### src/rtl/pc_seq_pkg.sv
// Shared types and encodings for the PC sequencer and its jump decoder.
package pc_seq_pkg;

    typedef enum logic [2:0] {
        S_IDLE,
        S_FETCH,
        S_DECODE,
        S_EXEC,
        S_UPDATE,
        S_ERROR
    } state_t;

    localparam logic [5:0] OP_SPECIAL = 6'h00;
    localparam logic [5:0] OP_J       = 6'h02;
    localparam logic [5:0] OP_JAL     = 6'h03;
    localparam logic [5:0] FUNCT_JR   = 6'h08;

    localparam logic [3:0] PATH_SEQ = 4'd0;
    localparam logic [3:0] PATH_J   = 4'd5;
    localparam logic [3:0] PATH_JAL = 4'd6;
    localparam logic [3:0] PATH_JR  = 4'd8;

    // Register written by link_we (the return-address register).
    localparam logic [4:0] LINK_REG = 5'd31;

endpackage

### src/rtl/pc_sequencer_if.sv
// Enable/done handshake between the PC sequencer (master) and the jump unit (slave).
interface pc_sequencer_if;

    logic        unit_en;
    logic        jump;
    logic [3:0]  path_index;
    logic [25:0] addr;
    logic [31:0] reg_addr;
    logic        unit_done;
    logic [31:0] next_pc;

    modport master (
        output unit_en, jump, path_index, addr, reg_addr,
        input  unit_done, next_pc
    );

    modport slave (
        input  unit_en, jump, path_index, addr, reg_addr,
        output unit_done, next_pc
    );

endinterface

### src/rtl/pc_sequencer_jump_decoder.sv
// Combinational classifier for jump-class instructions (j, jal, jr).
module jump_decoder
    import pc_seq_pkg::*;
(
    input  logic [31:0] instr,
    output logic [3:0]  path_index,
    output logic        jump,
    output logic [25:0] addr,
    output logic [4:0]  rs_index
);

    // Classify the opcode/funct pair into a jump-unit path.
    always_comb begin
        // NOTE: every output gets a default first so no path can infer a latch.
        path_index = PATH_SEQ;
        case (instr[31:26])
            OP_J:       path_index = PATH_J;
            OP_JAL:     path_index = PATH_JAL;
            OP_SPECIAL: if (instr[5:0] == FUNCT_JR) path_index = PATH_JR;
            default:    path_index = PATH_SEQ;
        endcase
    end

    assign jump     = (path_index != PATH_SEQ);
    assign addr     = instr[25:0];
    assign rs_index = instr[25:21];

endmodule

### src/rtl/pc_sequencer.sv
// Fetch/decode sequencer owning the architectural PC and initiating jump-unit requests.
// Optional feature: define SEQ_TIMEOUT_EN to bound the EXEC wait to TIMEOUT_CYCLES
// cycles; on expiry the sequencer parks in ERROR with a sticky error flag.
module pc_sequencer
    import pc_seq_pkg::*;
#(
    parameter logic [31:0] RESET_PC       = 32'h0,
    parameter int          TIMEOUT_CYCLES = 15
) (
    input  logic                  clk,
    input  logic                  rst_n,
    output logic                  fetch_req,
    input  logic                  instr_valid,
    input  logic [31:0]           instr,
    output logic [31:0]           pc,
    output logic [4:0]            rs_sel,
    input  logic [31:0]           rs_data,
    pc_sequencer_if.master        ju,
    output logic                  link_we,
    output logic [31:0]           link_data,
    output logic                  busy,
    output logic                  error
);

    state_t      state, state_nx;
    logic        idle_hold;
    logic        exec_first;
    logic        done_accept;
    logic [31:0] pc_q;
    logic [31:0] instr_q;
    logic [31:0] reg_addr_q;
    logic [31:0] target_q;
    logic [3:0]  path_q;
    logic        jump_q;
    logic [25:0] addr_q;

    logic [3:0]  dec_path;
    logic        dec_jump;
    logic [25:0] dec_addr;
    logic [4:0]  dec_rs;

    jump_decoder u_dec (
        .instr      (instr_q),
        .path_index (dec_path),
        .jump       (dec_jump),
        .addr       (dec_addr),
        .rs_index   (dec_rs)
    );

    // A done in the first EXEC cycle may be left over from the previous request.
    assign done_accept = (state == S_EXEC) && !exec_first && ju.unit_done;

`ifdef SEQ_TIMEOUT_EN
    localparam int CNT_W = $clog2(TIMEOUT_CYCLES + 1);
    logic [CNT_W-1:0] exec_cnt;
    logic             timeout_hit;

    // exec_cnt holds the zero-based index of the current EXEC cycle.
    assign timeout_hit = (exec_cnt == CNT_W'(TIMEOUT_CYCLES - 1));

    // Count EXEC cycles, restarting on every EXEC entry.
    always_ff @(posedge clk or negedge rst_n) begin
        if (!rst_n) begin
            exec_cnt <= '0;
        end else if (state == S_DECODE) begin
            exec_cnt <= '0;
        end else if (state == S_EXEC) begin
            exec_cnt <= exec_cnt + CNT_W'(1);
        end
    end
`endif

    // Next-state logic; an accepted done takes priority over a timeout.
    always_comb begin
        state_nx = state;
        case (state)
            S_IDLE:   if (!idle_hold) state_nx = S_FETCH;
            S_FETCH:  if (instr_valid) state_nx = S_DECODE;
            S_DECODE: state_nx = dec_jump ? S_EXEC : S_UPDATE;
            S_EXEC: begin
                if (done_accept) begin
                    state_nx = S_UPDATE;
                end
`ifdef SEQ_TIMEOUT_EN
                else if (timeout_hit) begin
                    state_nx = S_ERROR;
                end
`endif
            end
            S_UPDATE: state_nx = S_FETCH;
            S_ERROR:  state_nx = S_ERROR;
            default:  state_nx = S_IDLE;
        endcase
    end

    // State register.
    always_ff @(posedge clk or negedge rst_n) begin
        if (!rst_n) begin
            state <= S_IDLE;
        end else begin
            // NOTE: sequential state uses non-blocking assignments so every register samples pre-edge values.
            state <= state_nx;
        end
    end

    // Datapath: instruction latch, decoded request fields, target capture and PC commit.
    always_ff @(posedge clk or negedge rst_n) begin
        if (!rst_n) begin
            idle_hold  <= 1'b1;
            exec_first <= 1'b0;
            pc_q       <= RESET_PC;
            instr_q    <= '0;
            path_q     <= PATH_SEQ;
            jump_q     <= 1'b0;
            addr_q     <= '0;
            reg_addr_q <= '0;
            target_q   <= '0;
        end else begin
            if (state == S_IDLE) idle_hold <= 1'b0;
            exec_first <= (state == S_DECODE);
            if ((state == S_FETCH) && instr_valid) instr_q <= instr;
            if (state == S_DECODE) begin
                path_q     <= dec_path;
                jump_q     <= dec_jump;
                addr_q     <= dec_addr;
                reg_addr_q <= rs_data;
            end
            if (done_accept) target_q <= ju.next_pc;
            if (state == S_UPDATE) pc_q <= jump_q ? target_q : pc_q + 32'd1;
        end
    end

    // Outputs decode straight from state so reset drops them asynchronously.
    assign fetch_req     = (state == S_FETCH);
    assign ju.unit_en    = (state == S_EXEC);
    assign ju.jump       = jump_q;
    assign ju.path_index = path_q;
    assign ju.addr       = addr_q;
    assign ju.reg_addr   = reg_addr_q;
    assign busy          = (state != S_IDLE) && (state != S_ERROR);
    assign pc            = pc_q;
    assign rs_sel        = dec_rs;
    assign link_we       = (state == S_UPDATE) && (path_q == PATH_JAL);
    assign link_data     = link_we ? pc_q + 32'd1 : 32'd0;

`ifdef SEQ_TIMEOUT_EN
    assign error = (state == S_ERROR);
`else
    assign error = 1'b0;
`endif

endmodule
### src/flat_wrapper.sv
// flat-port wrapper written by rule: the top's interface ports become plain ports
module pc_sequencer_flat import pc_seq_pkg::*;
#(
    parameter logic [31:0] RESET_PC       = 32'h0,
    parameter int          TIMEOUT_CYCLES = 15
)
  (clk, rst_n, fetch_req, instr_valid, instr, pc, rs_sel, rs_data, link_we, link_data, busy, error, ju_unit_en, ju_jump, ju_path_index, ju_addr, ju_reg_addr, ju_unit_done, ju_next_pc);
  pc_sequencer_if ju_i ();
  input  logic clk;
  input  logic rst_n;
  output logic fetch_req;
  input  logic instr_valid;
  input  logic [31:0] instr;
  output logic [31:0] pc;
  output logic [4:0] rs_sel;
  input  logic [31:0] rs_data;
  output logic link_we;
  output logic [31:0] link_data;
  output logic busy;
  output logic error;
  output wire logic [$bits(ju_i.unit_en)-1:0] ju_unit_en;
  output wire logic [$bits(ju_i.jump)-1:0] ju_jump;
  output wire logic [$bits(ju_i.path_index)-1:0] ju_path_index;
  output wire logic [$bits(ju_i.addr)-1:0] ju_addr;
  output wire logic [$bits(ju_i.reg_addr)-1:0] ju_reg_addr;
  input wire logic [$bits(ju_i.unit_done)-1:0] ju_unit_done;
  input wire logic [$bits(ju_i.next_pc)-1:0] ju_next_pc;
  assign ju_unit_en = ju_i.unit_en;
  assign ju_jump = ju_i.jump;
  assign ju_path_index = ju_i.path_index;
  assign ju_addr = ju_i.addr;
  assign ju_reg_addr = ju_i.reg_addr;
  assign ju_i.unit_done = ju_unit_done;
  assign ju_i.next_pc = ju_next_pc;
  pc_sequencer #(.RESET_PC(RESET_PC), .TIMEOUT_CYCLES(TIMEOUT_CYCLES)) u_core (.clk(clk), .rst_n(rst_n), .fetch_req(fetch_req), .instr_valid(instr_valid), .instr(instr), .pc(pc), .rs_sel(rs_sel), .rs_data(rs_data), .ju(ju_i), .link_we(link_we), .link_data(link_data), .busy(busy), .error(error));
endmodule
### config.mk
export PLATFORM = sky130hd
export DESIGN_NAME = pc_sequencer_flat
export DESIGN_NICKNAME = d
export VERILOG_FILES = /design/src/rtl/pc_seq_pkg.sv /design/src/rtl/pc_sequencer_if.sv /design/src/rtl/pc_sequencer_jump_decoder.sv /design/src/rtl/pc_sequencer.sv /design/src/flat_wrapper.sv
export SDC_FILE = /design/constraint.sdc
export NUM_CORES = 1
export LEC_CHECK = 0
export BUFFER_PORTS_ARGS = -buffer_cell sky130_fd_sc_hd__buf_4
export CORE_ASPECT_RATIO = 0.7
export CORE_MARGIN = 5
export CORE_UTILIZATION = 25
export DETAILED_ROUTE_END_ITERATION = 6
export GPL_TIMING_DRIVEN = 0
export PLACE_DENSITY = 0.53
export REMOVE_ABC_BUFFERS = 1
export SLEW_MARGIN = 15
export SYNTH_ARGS = -nofsm -noshare
export SYNTH_HDL_FRONTEND = slang
export SYNTH_HIERARCHICAL = 1
export SYNTH_SLANG_ARGS = --single-unit
### constraint.sdc
create_clock -name clk -period 3.2 [get_ports clk]
set_clock_uncertainty 0.1 [all_clocks]
set_input_delay 0.32 -clock clk [delete_from_list [all_inputs] [get_ports clk]]
set_output_delay 0.32 -clock clk [all_outputs]
set_load 0.01 [all_outputs]
After elaboration in Yosys (flattened, before gate mapping)
Index checks and enable logic that the tools add are counted.
Storage, ports and cells
  register bits after elaboration: 164
  input port bits: 100
Cells by class
  add/sub/neg operators: 1
  equal/unequal tests: 13
  reductions and logical operators: 11
  mux-type cells: 9
Operators with widths (count)
  2-to-1 mux 32 bit: 2
  adder 32 x 1 -> 32 bit (second input constant): 1
  one-hot mux 3 bit (6 select lines): 1
  equality test 6 x 2 -> 1 bit (second input constant): 2
  2-to-1 mux 3 bit: 4
  one-hot mux 4 bit (3 select lines): 1
  equality test 3 x 2 -> 1 bit (second input constant): 2
  equality test 3 bit (second input constant): 2
  equality test 6 x 4 -> 1 bit (second input constant): 1
  zero test 6 bit: 1
  logical AND 1 bit: 5
  equality test 4 x 3 -> 1 bit (second input constant): 1
  2-to-1 mux 4 bit: 1
  inequality test 2 x 1 -> 1 bit (second input constant): 2
  nonzero test 4 bit: 1
  equality test 3 x 1 -> 1 bit (second input constant): 1
  zero test 3 bit: 1
  inequality test 3 bit (second input constant): 1
  AND reduction 3 bit: 1
  nonzero test 3 bit: 1
  inequality test 2 bit (second input constant): 1
  zero test 1 bit: 1

Logic depth before layout (Yosys ltp)
  depth in word-level cells: 6
  depth in mapped cells: 7
  depth with buffers taken out: 5

By module
The synthesis kept the hierarchy.
Modules (own cells, without submodules)
  pc_sequencer: sequential area each 4105.2 um2, instances 1, area an instance 7885.1 um2, cells an instance 696
  jump_decoder: sequential area each 0.0 um2, instances 1, area an instance 300.3 um2, cells an instance 40

Worst setup path before layout
No wires, ideal clock.
  path type: reg2out
  from: reg u_core.pc_q[0], in the netlist u_core/pc[0]
  to: out link_data[30]
  arrival time: 2297 ps
  required time: 2780 ps
  path slack: 483 ps
  stages on the path, launching flop included: 7
  path through: dfrtp_1 -> ha_1 -> nand4_1 -> or4_1 -> buf_2 -> or4_1 -> a21oi_1
On the way
  word-level cells in the longest chain between the ends: 2
RTL lines
  start, declared: line pc_sequencer.sv:29  | logic [31:0] pc_q;
  start signal, assigned: line pc_sequencer.sv:129  | if (state == S_UPDATE) pc_q <= jump_q ? target_q : pc_q + 32'd1;
  adder 32 x 1 -> 32 bit: line pc_sequencer.sv:144  | assign link_data = link_we ? pc_q + 32'd1 : 32'd0;
  2-to-1 mux 32 bit: line pc_sequencer.sv:144
  end, declared: line flat_wrapper.sv:18  | output logic [31:0] link_data;
No other way between the ends.

Final worst setup path
  from: reg u_core.pc_q[1], in the netlist u_core/pc[1]
  to: out link_data[22]
The elaborated chain is that of the path after synthesis.

==> results.toml <==
[worst_setup_path]
r2r_cells = 5
r2r_start = "u_core/ju.jump"
cp.buffers_inverters = 1
r2r_slack_ns = 0.42
critPathArrivalTime_ns = 2.76
worstSetupEndpointType = "output pin"
slowest_stage = "or4_4"
crit_family = "simple AND/OR/NAND/NOR gates"
cp.required_ns = 2.78
rr_endpoint = "u_core/pc[12]"
cp_slowest_stage_delay_ns = 0.61
worstSetupStartpointType = "flop"
cp_max_fo = 5
path_cells = "ha_4 > nand4_1 > or4_4 > or3_1 > a21oi_1 > buf_4"
crit_type = "reg2out"

[sta]
slew_viol_final = 0
layout_setup_ws_ns = 0.02127
period_share_pct = 99.34
relSlewSlack_pct = 32.27
rsz0062_at_grt = "true"
finalHoldViolCount = 0
finalSetupViolCount = 0
max_freq_mhz = 314.6
tightestPinTransition_ns = 1.010
fin_crit_ns = 3.179

[yosys]
yosysTopAreaCell = "dfrtp_1"
yosysMostFrequentCell = "dfrtp_1"
synth_fa_ha_area_share_pct = 0.1529
synth_ff_type = "dfrtp_1"
synth_xor_area_share_pct = 1.605
synthSimpleGateAreaFrac_pct = 14.46
synth_area_leaders = "dfrtp_1, mux2_2, buf_4"
syn_avg_cell_area_um2 = 11.12
syn_inst = 736
synth_top_area_share_pct = 49.83
async_reset_ff_share_pct = 100.0
synth_cell_types = 64
synth_mux_area_share_pct = 18.59
synth-compound-area-share_pct = 8.820
ys_seq_area_share_pct = 50.15
synth_area_um2 = 8185
yosys_warnings = 6
synth_top_family_by_area = "multiplexers"
synth_edf_count = 0
ys_seq_elements = 164
synth_common_cells = "dfrtp_1, mux2_2, a21oi_1"

[clock_network]
htreeDepth = 4
clock_latency_ns = 0.45
clk_pin_slew_ns = 0.07
ctsRootBufferMaster = "clkbuf_16"
cts_buffers = 17
cts.sinks = 164
clk_path_buf_depth = 2
cts_tree = "done"

[power]
p_seq_share_pct = 39.1
power_frac_comb_pct = 39.1
p_sw_mw = 3.418
ir_drop_mv = 0.4161
p_total_mw = 9.846
powerDensity_nw_per_um2 = 812.6
p_clk_share_pct = 21.9
power.internal_mw = 6.427
swShare_pct = 34.72
power.leakage_nw = 5.204

[final_layout]
nFillCells = 3208
layout-drive-gt1-share_pct = 44.78
antennaDiodeCount = 0
synthToLayoutAreaGrowth_pct = 48.03
nets = 1133

[drt]
drt-total-wl_um = 26690
vias_per_cell = 4.688
wl_per_cell_um = 18.13
drtIter0Drc = 409
ant_nets = 0
via_count = 6901
drc_errors = 0
drtPass1Iterations = 5

[floorplanning]
ios = 237
die_h_um = 161.4
die_width_um = 226.3
coreArea_um2 = 32340
start_util_pct = 25.31
rows = 55
dieArea_um2 = 36520

[placement]
dp_hpwl_um = 18820
port_buffers = 235
pre_cts_ws_ns = -0.2437
gp_congestion = 0.7535

[global_route]
grt_most_used_layer = "met2"
grt_overflow_total = 0
grt_max_degree = 69
grt_util_met2_pct = 22.14
antenna_found_initial = 0
grt_pass1_wl_um = 41720
grt_use_met1_pct = 19.61
grt_pass1_vias = 7069
use_met3_pct = 5.124
grt_usage_pct = 14.48

[worst_hold_path]
hold_class = "in2reg"
min_from = "ju_next_pc[25]"
hold-path-endpoint = "u_core/target_q[25]"
min_path_cells = 2

[run_status]
status = "finished, final reports clean"

[flow_run]
max_cap_violations = 0
per-layer routing:
metal	wire (µm)	up-vias
met5	0	-
met4	348	0
met3	2258	20
met2	11980	240
met1	12100	3386
li1	-	3255
cell usage in the layout (no fill, tap or decap), types with 12 or more instances in the layout:
master	instances
clkbuf_16	17
dlygate4sd3_1	95
buf_4	259
xnor2_1	12
dfrtp_1	148
nor2_1	38
o21ai_0	26
nor3_1	15
or3_1	16
dfrtp_2	15
nand2_1	23
nand4_1	19
nand3_1	22
a21oi_1	39
mux2_2	127
and3_1	20
cells by family (layout without fill, tap and decap cells):
| group | count (synthesis) | in the layout |
|---|---|---|
| mux | 136 | 136 |
| other cells | 1 | 1 |
| xor+xnor | 15 | 15 |
| compound gates | 116 | 116 |
| fa+ha+maj | 1 | 1 |
| flops | 164 | 164 |
| buf+inv | 96 | 404 |
| simple gates | 207 | 208 |
metrics by stage:
step	hold slack, ns	util (%)	instance area, µm²	setup TNS (ns)	std cells
floorplan	-0.07559	-	7702	-52.22	646
global placement	0.3467	30.92	10000	-254.53	1308
detailed placement	0.1415	31.67	10240	-0.6734	1318
CTS	0.002046	36.84	11910	-0.09341	1452
global route	0.02170	37.46	12120	-0.1557	1472
finish	0.03623	37.46	12120	0	1472
worst register-to-register path, stage by stage, from the launching register on:
cell and delay, ns:
dfrtp_2 0.75, buf_12 0.28, clkinv_1 0.82, nor2_1 0.42, a31oi_1 0.09, o22a_1 0.21
sequential cells by signal, indices dropped and copies added (netlist names):
name / cells
u_core/instr_q: 32
u_core/ju.reg_addr: 32
u_core/pc: 32
u_core/target_q: 32
u_core/ju.addr: 26
u_core/ju.path_index: 4
u_core/state: 3
u_core/exec_first: 1
u_core/idle_hold: 1
u_core/ju.jump: 1
repair_timing:
item                                    4_1_cts  5_1_grt
gates cloned                                  0        1
endpoints found under the hold margin       134        0
setup buffers                                 7       19
resized for setup                            16       13
hold buffers                                 95        0
pin swaps                                     3        5
endpoints found under the setup margin       17       14
worst max-delay path by stage:
| stage | startpoint | endpoint | slack [ns] | depth (start not counted) |
|---|---|---|---|---|
| 2_1_floorplan | u_core/state[2] | u_core/ju.addr[0] | -0.81 | 3 |
| 3_3_place_gp | u_core/state[2] | u_core/ju.reg_addr[24] | -2.66 | 3 |
| 3_5_place_dp | u_core/pc[0] | link_data[30] | -0.24 | 6 |
| 4_1_cts | u_core/pc[1] | link_data[26] | -0.05 | 6 |
| 5_1_grt | u_core/pc[1] | link_data[30] | -0.05 | 6 |
| 6_report | u_core/pc[1] | link_data[22] | 0.02 | 6 |
power groups by stage:
| stage | Combinational (mW) | Clock, mW | Sequential [mW] |
|---|---|---|---|
| after global placement | 3.42 | 0 | 3.89 |
| after global routing | 4.18 | 2.32 | 4.00 |
| after detailed placement | 3.57 | 0 | 3.89 |
| final | 3.85 | 2.15 | 3.85 |
| after floorplan | 1.72 | 0 | 3.92 |
| after CTS | 3.73 | 2.24 | 3.86 |
final cells by class:
class	count	area, µm²	area share [%]
repair buffers	366	3139	25.91
clock inverters	13	160.2	1.322
clock buffers	19	442.9	3.656
flip-flops and latches	164	4124	34.04
inverters	6	22.52	0.1859
multi-input cells	477	3694	30.48
well taps	427	534.3	4.409
(Power assumes the default switching activity.)
